[config.mk]
export PLATFORM = sky130hd
export DESIGN_NAME = taus_ctrl
export DESIGN_NICKNAME = d
export VERILOG_FILES = /design/src/rtl/taus_ctrl_pkg.sv /design/src/rtl/taus_step.sv /design/src/rtl/taus_ctrl.sv
export SDC_FILE = /design/constraint.sdc
export NUM_CORES = 1
export LEC_CHECK = 0
export ABC_AREA = 1
export CAP_MARGIN = 20
export CORE_MARGIN = 3
export CORE_UTILIZATION = 30
export CTS_BUF_LIST = sky130_fd_sc_hd__clkbuf_16
export CTS_CLUSTER_DIAMETER = 30
export CTS_CLUSTER_SIZE = 12
export DETAILED_ROUTE_END_ITERATION = 12
export GPL_ROUTABILITY_DRIVEN = 0
export PLACE_DENSITY = 0.5
export SLEW_MARGIN = 20
export SYNTH_ARGS = -nofsm -noshare
export SYNTH_HDL_FRONTEND = slang
export SYNTH_SLANG_ARGS = --single-unit
[constraint.sdc]
create_clock -name clk -period 2.9 [get_ports clk]
set_input_delay 0.435 -clock clk [delete_from_list [all_inputs] [get_ports clk]]
set_output_delay 0.435 -clock clk [all_outputs]
set_load 0.01 [all_outputs]
[src/rtl/taus_ctrl_pkg.sv]
// Shared types and constants for the Tausworthe URNG sequencer and its step function.
package taus_ctrl_pkg;

  localparam int unsigned DATA_W = 32;
  localparam int unsigned ADDR_W = 2;

  typedef enum logic [1:0] {
    ST_IDLE  = 2'd0,
    ST_CHECK = 2'd1,
    ST_WARM  = 2'd2,
    ST_RUN   = 2'd3
  } state_t;

  localparam logic [ADDR_W-1:0] ADDR_S0    = 2'd0;
  localparam logic [ADDR_W-1:0] ADDR_S1    = 2'd1;
  localparam logic [ADDR_W-1:0] ADDR_S2    = 2'd2;
  localparam logic [ADDR_W-1:0] ADDR_START = 2'd3;

  localparam logic [DATA_W-1:0] SEED_MIN0 = 32'd2;
  localparam logic [DATA_W-1:0] SEED_MIN1 = 32'd8;
  localparam logic [DATA_W-1:0] SEED_MIN2 = 32'd16;

  localparam logic [DATA_W-1:0] MASK0 = 32'hFFFF_FFFE;
  localparam logic [DATA_W-1:0] MASK1 = 32'hFFFF_FFF8;
  localparam logic [DATA_W-1:0] MASK2 = 32'hFFFF_FFF0;

  typedef struct packed {
    logic [DATA_W-1:0] s2;
    logic [DATA_W-1:0] s1;
    logic [DATA_W-1:0] s0;
  } taus_state_t;

  function automatic logic seeds_valid(taus_state_t s);
    return (s.s0 >= SEED_MIN0) && (s.s1 >= SEED_MIN1) && (s.s2 >= SEED_MIN2);
  endfunction

endpackage

[src/rtl/taus_step.sv]
// One combinational step of the three-component Tausworthe generator.
module taus_step
  import taus_ctrl_pkg::*;
(
  input  taus_state_t       st,
  output taus_state_t       st_nxt_c,
  output logic [DATA_W-1:0] out_c
);

  logic [DATA_W-1:0] b0, b1, b2;
  logic [DATA_W-1:0] n0, n1, n2;

  always_comb begin
    b0 = ((st.s0 << 13) ^ st.s0) >> 19;
    n0 = ((st.s0 & MASK0) << 12) ^ b0;
    b1 = ((st.s1 << 2) ^ st.s1) >> 25;
    n1 = ((st.s1 & MASK1) << 4) ^ b1;
    b2 = ((st.s2 << 3) ^ st.s2) >> 11;
    n2 = ((st.s2 & MASK2) << 17) ^ b2;
    st_nxt_c.s0 = n0;
    st_nxt_c.s1 = n1;
    st_nxt_c.s2 = n2;
    out_c       = n0 ^ n1 ^ n2;
  end

endmodule

[src/rtl/taus_ctrl.sv]
// Seed load, warm-up and round-robin draw sequencer for the Tausworthe URNG.
// Optional macro TAUS_CTRL_SEED_FIX_EN: force invalid seeds valid instead of flagging seed_err.
module taus_ctrl
  import taus_ctrl_pkg::*;
#(
  parameter int unsigned WARMUP = 16,
  parameter int unsigned CNT_W  = 8
) (
  input  logic              clk,
  input  logic              rst_n,
  input  logic              cfg_we,
  input  logic [ADDR_W-1:0] cfg_addr,
  input  logic [DATA_W-1:0] cfg_wdata,
  input  logic [1:0]        req,
  output logic [1:0]        gnt,
  output logic [DATA_W-1:0] rnd_data,
  output logic              rnd_valid,
  output logic              busy,
  output logic              seed_err
);

  state_t            state_q, state_d;
  taus_state_t       sh_q, sh_d;
  taus_state_t       gen_q, gen_d;
  logic [CNT_W-1:0]  cnt_q, cnt_d;
  logic              ptr_q, ptr_d;
  logic [1:0]        gnt_d;
  logic [DATA_W-1:0] rnd_data_d;
  logic              rnd_valid_d, busy_d, seed_err_d;

  logic              start_c, win_c;
  taus_state_t       step_nxt_c;
  logic [DATA_W-1:0] step_out_c;

  taus_step u_step (
    .st       (gen_q),
    .st_nxt_c (step_nxt_c),
    .out_c    (step_out_c)
  );

  assign start_c = cfg_we && (cfg_addr == ADDR_START);

  // Next-state and next-output logic
  always_comb begin
    state_d     = state_q;
    sh_d        = sh_q;
    gen_d       = gen_q;
    cnt_d       = cnt_q;
    ptr_d       = ptr_q;
    gnt_d       = 2'b00;
    rnd_valid_d = 1'b0;
    rnd_data_d  = rnd_data;
    seed_err_d  = seed_err;
    win_c       = 1'b0;

    if (cfg_we) begin
      case (cfg_addr)
        ADDR_S0: sh_d.s0 = cfg_wdata;
        ADDR_S1: sh_d.s1 = cfg_wdata;
        ADDR_S2: sh_d.s2 = cfg_wdata;
        default: ;
      endcase
    end

    // Start aborts whatever is running; no grant is issued on that edge
    if (start_c) begin
      seed_err_d = 1'b0;
      state_d    = ST_CHECK;
    end else begin
      case (state_q)
        ST_IDLE: ;
        ST_CHECK: begin
`ifdef TAUS_CTRL_SEED_FIX_EN
          gen_d.s0 = sh_q.s0 | SEED_MIN0;
          gen_d.s1 = sh_q.s1 | SEED_MIN1;
          gen_d.s2 = sh_q.s2 | SEED_MIN2;
          cnt_d    = CNT_W'(WARMUP);
          state_d  = ST_WARM;
`else
          if (seeds_valid(sh_q)) begin
            gen_d   = sh_q;
            cnt_d   = CNT_W'(WARMUP);
            state_d = ST_WARM;
          end else begin
            seed_err_d = 1'b1;
            state_d    = ST_IDLE;
          end
`endif
        end
        ST_WARM: begin
          gen_d = step_nxt_c;
          cnt_d = cnt_q - CNT_W'(1);
          if (cnt_q == CNT_W'(1)) state_d = ST_RUN;
        end
        ST_RUN: begin
          if (req != 2'b00) begin
            // Contention goes to the side that did not win last
            win_c       = (req == 2'b11) ? ~ptr_q : req[1];
            gen_d       = step_nxt_c;
            gnt_d       = win_c ? 2'b10 : 2'b01;
            rnd_valid_d = 1'b1;
            rnd_data_d  = step_out_c;
            ptr_d       = win_c;
          end
        end
        default: state_d = ST_IDLE;
      endcase
    end

    busy_d = (state_d == ST_CHECK) || (state_d == ST_WARM);
  end

  always_ff @(posedge clk or negedge rst_n) begin
    if (!rst_n) begin
      state_q   <= ST_IDLE;
      sh_q      <= '0;
      gen_q     <= '0;
      cnt_q     <= '0;
      ptr_q     <= 1'b1;
      gnt       <= 2'b00;
      rnd_data  <= '0;
      rnd_valid <= 1'b0;
      busy      <= 1'b0;
      seed_err  <= 1'b0;
    end else begin
      state_q   <= state_d;
      sh_q      <= sh_d;
      gen_q     <= gen_d;
      cnt_q     <= cnt_d;
      ptr_q     <= ptr_d;
      gnt       <= gnt_d;
      rnd_data  <= rnd_data_d;
      rnd_valid <= rnd_valid_d;
      busy      <= busy_d;
      seed_err  <= seed_err_d;
    end
  end

endmodule

==> out/metrics.csv <==
metric,value,unit
die_h,194.5,um
crit_path_time_final,2.333,ns
clock_sinks,224,
dp.cells,1705,
final_clock_period_utilization_by_the_worst_path,0.8044,
ys_seq_elements,224,
power.leakage,6.286,nW
num_vias,8391,
hp-class,in2reg,
start_kind,flop,
crit_arrival,2.77,ns
headroom_to_the_max_slew_limit,0.4883,
maxCapViolCount,0,
synth_seq_area_share,0.5259,
syn_area_per_cell,8.682,um^2
maximum_achievable_frequency,0.4287,GHz
clock_tree.buffer_depth,3,
cts_resized,0,
slowest_delay,0.42,ns
clockRootBuffer,sky130_fd_sc_hd__clkbuf_16,
critPathKind,reg2reg,
power_per_cell_area,1272,mW/mm^2
num-nets-final,1348,
timing.critical_path.slowest_stage_cell,sky130_fd_sc_hd__dfrtp_1,
setup_viol,0,
initial_core_util,0.3064,
ir_drop_worst_vdd,0.4971,mV
max_slew.worst_pin.slew,0.7676,ns
outcome,"finished, final reports clean",
met1_global_route_usage,0.2403,
drt-vias-per-instance,4.669,
cp_num_buf_inv,3,
report.final.hold_viol_count,0,
fin_clk_skew,0.02079,ns
antenna_found_initial,0,
drt.antenna.violating_nets,0,
drc,0,
gr-usage-met2,0.2501,
p_total,17.22,mW
floorplan_die_area,0.03784,mm^2
cp_top_family,buffers and inverters,
worst_skew_pair.late_latency,0.55,ns
routed_wire_length,31.45,mm
fin_setup_tns,0,ns
drtPass1Iterations,5,
synthesis.nets,1274,
worstPathCellList,"buf_4, clkinv_1, ha_1, a211oi_4, nand2_4, buf_12, o21ai_0",
synthToLayoutAreaGrowth,26.98,%
groute.layer.met3.usage,0.03363,
grt_start_max_net_pins,91,
grt_pass1_wl,49.29,mm
worst_setup_path_end_kind,flop,
instance_count_of_the_mapped_netlist,1228,
required,3.34,ns
via_count_of_the_first_global_routing_pass,8289,
design.core.area,0.03480,mm^2
globalRoute.busiestLayer,met2,
grt_setup_unrepaired,no,
slew_limit_fails,0,
layout-drive-gt1-share,0.08644,
cts_tree,done,
grt.total_usage,0.1668,
post_synth_num_cell_types,29,
io_buffer_count,74,
cts-htree-levels,2,
finalNonFillerCells,1797,
globalRouteOverflowTotal,0,
tritoncts.num_buffers,49,
critPathMaxFanout,48,
synth.yosys.warnings,0,
worst_setup_hold_path_clk_slew,0.05,ns
row_count,68,
routed_wire_length_per_instance,17.50,um
detailedRoute.firstIterationViolations,456,
number_of_antenna_repair_diodes,0,
floorplan.die.width,194.5,um
synth_area,0.01066,mm^2
top_level_ports,76,
post-dp-hpwl,22.60,mm
worst reg2reg max path, cell delays in order, from the launching register on:
cell and delay (ns):
sky130_fd_sc_hd__dfrtp_1 0.42, sky130_fd_sc_hd__buf_4 0.37, sky130_fd_sc_hd__clkinv_1 0.20, sky130_fd_sc_hd__ha_1 0.25, sky130_fd_sc_hd__a211oi_4 0.29, sky130_fd_sc_hd__nand2_4 0.23
sky130_fd_sc_hd__buf_12 0.26, sky130_fd_sc_hd__o21ai_0 0.22
cell type report:
cell class | count | area, um^2
fill | 3542 | 21260
sequential | 224 | 5607
multi-input combinational | 880 | 4514
clock buffer | 49 | 1226
timing repair buffer | 92 | 983.4
tap | 455 | 569.3
clock inverter | 42 | 431.7
inverter | 55 | 206.4
logic make-up (layout without fill, tap and decap cells):
logic type / count (synthesis) / count (layout) / share of synthesized area
buffers and inverters: 124 / 238 / 0.05187
DFF: 224 / 224 / 0.5259
AOI/OAI and AO/OA: 234 / 234 / 0.1129
muxes: 28 / 28 / 0.02629
xor gates and xnor gates: 110 / 110 / 0.09037
adders and majority gates: 7 / 7 / 0.008215
and+or+nand+nor: 501 / 501 / 0.1845
path summary, 6_finish.rpt:
kind,from,endpoint,slack [ns],cells after the start
setup reg to reg,state_q[1],gen_q[31],0.57,7
hold reg to reg,rnd_data[0],rnd_data[0],0.48,2
hold / removal,cfg_wdata[1],sh_q[1],0.46,3
min in group asynchronous,rst_n,sh_q[1],0.49,2
max in group asynchronous,rst_n,rnd_data[19],1.63,3
setup / recovery,state_q[1],gen_q[31],0.57,7
timing repair:
action                    CTS  global route
hold endpoints to repair   86             0
buffers inserted            0             0
hold buffers                1             0
cell usage in the layout, fill, tap and decap left out, types with 9 or more instances in the layout:
master / n
sky130_fd_sc_hd__clkdlybuf4s50_1: 73
sky130_fd_sc_hd__nor2_1: 102
sky130_fd_sc_hd__inv_1: 56
sky130_fd_sc_hd__o21ai_1: 55
sky130_fd_sc_hd__o21ai_0: 139
sky130_fd_sc_hd__dfrtp_1: 223
sky130_fd_sc_hd__nand3_1: 31
sky130_fd_sc_hd__mux2i_1: 28
sky130_fd_sc_hd__clkinvlp_4: 9
sky130_fd_sc_hd__buf_4: 9
sky130_fd_sc_hd__xnor2_1: 70
sky130_fd_sc_hd__xor2_1: 40
sky130_fd_sc_hd__a21oi_1: 32
sky130_fd_sc_hd__clkbuf_16: 49
sky130_fd_sc_hd__nand2_1: 353
sky130_fd_sc_hd__clkinv_2: 9
layer usage:
metal / vias to the layer above / wire [um]
li1: 4100 / -
met1: 4015 / 15110
met2: 223 / 13680
met3: 53 / 1716
met4: 0 / 935
met5: - / 0
sequential cells by signal (all words and copies together), names as in the netlist:
name / cells
gen_q: 88
sh_q: 88
rnd_data: 32
cnt_q: 8
gnt: 2
state_q: 2
busy: 1
ptr_q: 1
rnd_valid: 1
seed_err: 1
Yosys cell counts:
cell,instances,area (um^2)
sky130_fd_sc_hd__dfrtp_1,223,5580
sky130_fd_sc_hd__xnor2_1,70,613.1
sky130_fd_sc_hd__ha_1,7,87.58
sky130_fd_sc_hd__nand4_1,5,31.28
sky130_fd_sc_hd__a21boi_0,1,7.510
sky130_fd_sc_hd__nor3_2,1,10.01
sky130_fd_sc_hd__clkbuf_1,40,150.1
sky130_fd_sc_hd__nor2_1,102,382.9
sky130_fd_sc_hd__inv_1,53,198.9
sky130_fd_sc_hd__o21a_1,5,37.54
sky130_fd_sc_hd__o21ai_0,139,695.7
sky130_fd_sc_hd__dfstp_2,1,26.28
sky130_fd_sc_hd__nand2_4,2,22.52
sky130_fd_sc_hd__nor2_2,1,6.260
sky130_fd_sc_hd__inv_2,1,3.750
sky130_fd_sc_hd__nand2_1,354,1329
sky130_fd_sc_hd__a211oi_4,1,20.02
sky130_fd_sc_hd__buf_2,15,75.07
sky130_fd_sc_hd__or2_2,4,25.02
sky130_fd_sc_hd__a21oi_1,32,160.2
sky130_fd_sc_hd__o21ai_1,55,275.3
sky130_fd_sc_hd__clkbuf_2,1,5.000
sky130_fd_sc_hd__buf_1,4,15.01
sky130_fd_sc_hd__buf_6,9,101.4
sky130_fd_sc_hd__clkinv_1,1,3.750
sky130_fd_sc_hd__xor2_1,40,350.3
sky130_fd_sc_hd__a22oi_1,1,7.510
sky130_fd_sc_hd__mux2i_1,28,280.3
sky130_fd_sc_hd__nand3_1,32,160.2
per-stage QoR:
stage	area [um^2]	hold slack (ns)	utilization	worst slack, ns
after detailed placement	11870	0.4732	0.3411	0.5053
after global routing	13540	0.4908	0.3890	0.4408
after global placement	11870	0.4656	0.3411	0.5754
after CTS	13540	0.4574	0.3890	0.5535
after floorplan	10660	0.1394	-	0.7591
final	13540	0.4601	0.3890	0.5672
report_power, final:
group / total (mW) / switching [mW] / internal, mW
registers: 5.26 / 1.08 / 4.17
logic: 6.45 / 3.78 / 2.68
clock network: 5.51 / 1.87 / 3.65
total: 17.2 / 6.73 / 10.5
No activity file was read; power rests on OpenSTA's default activity.
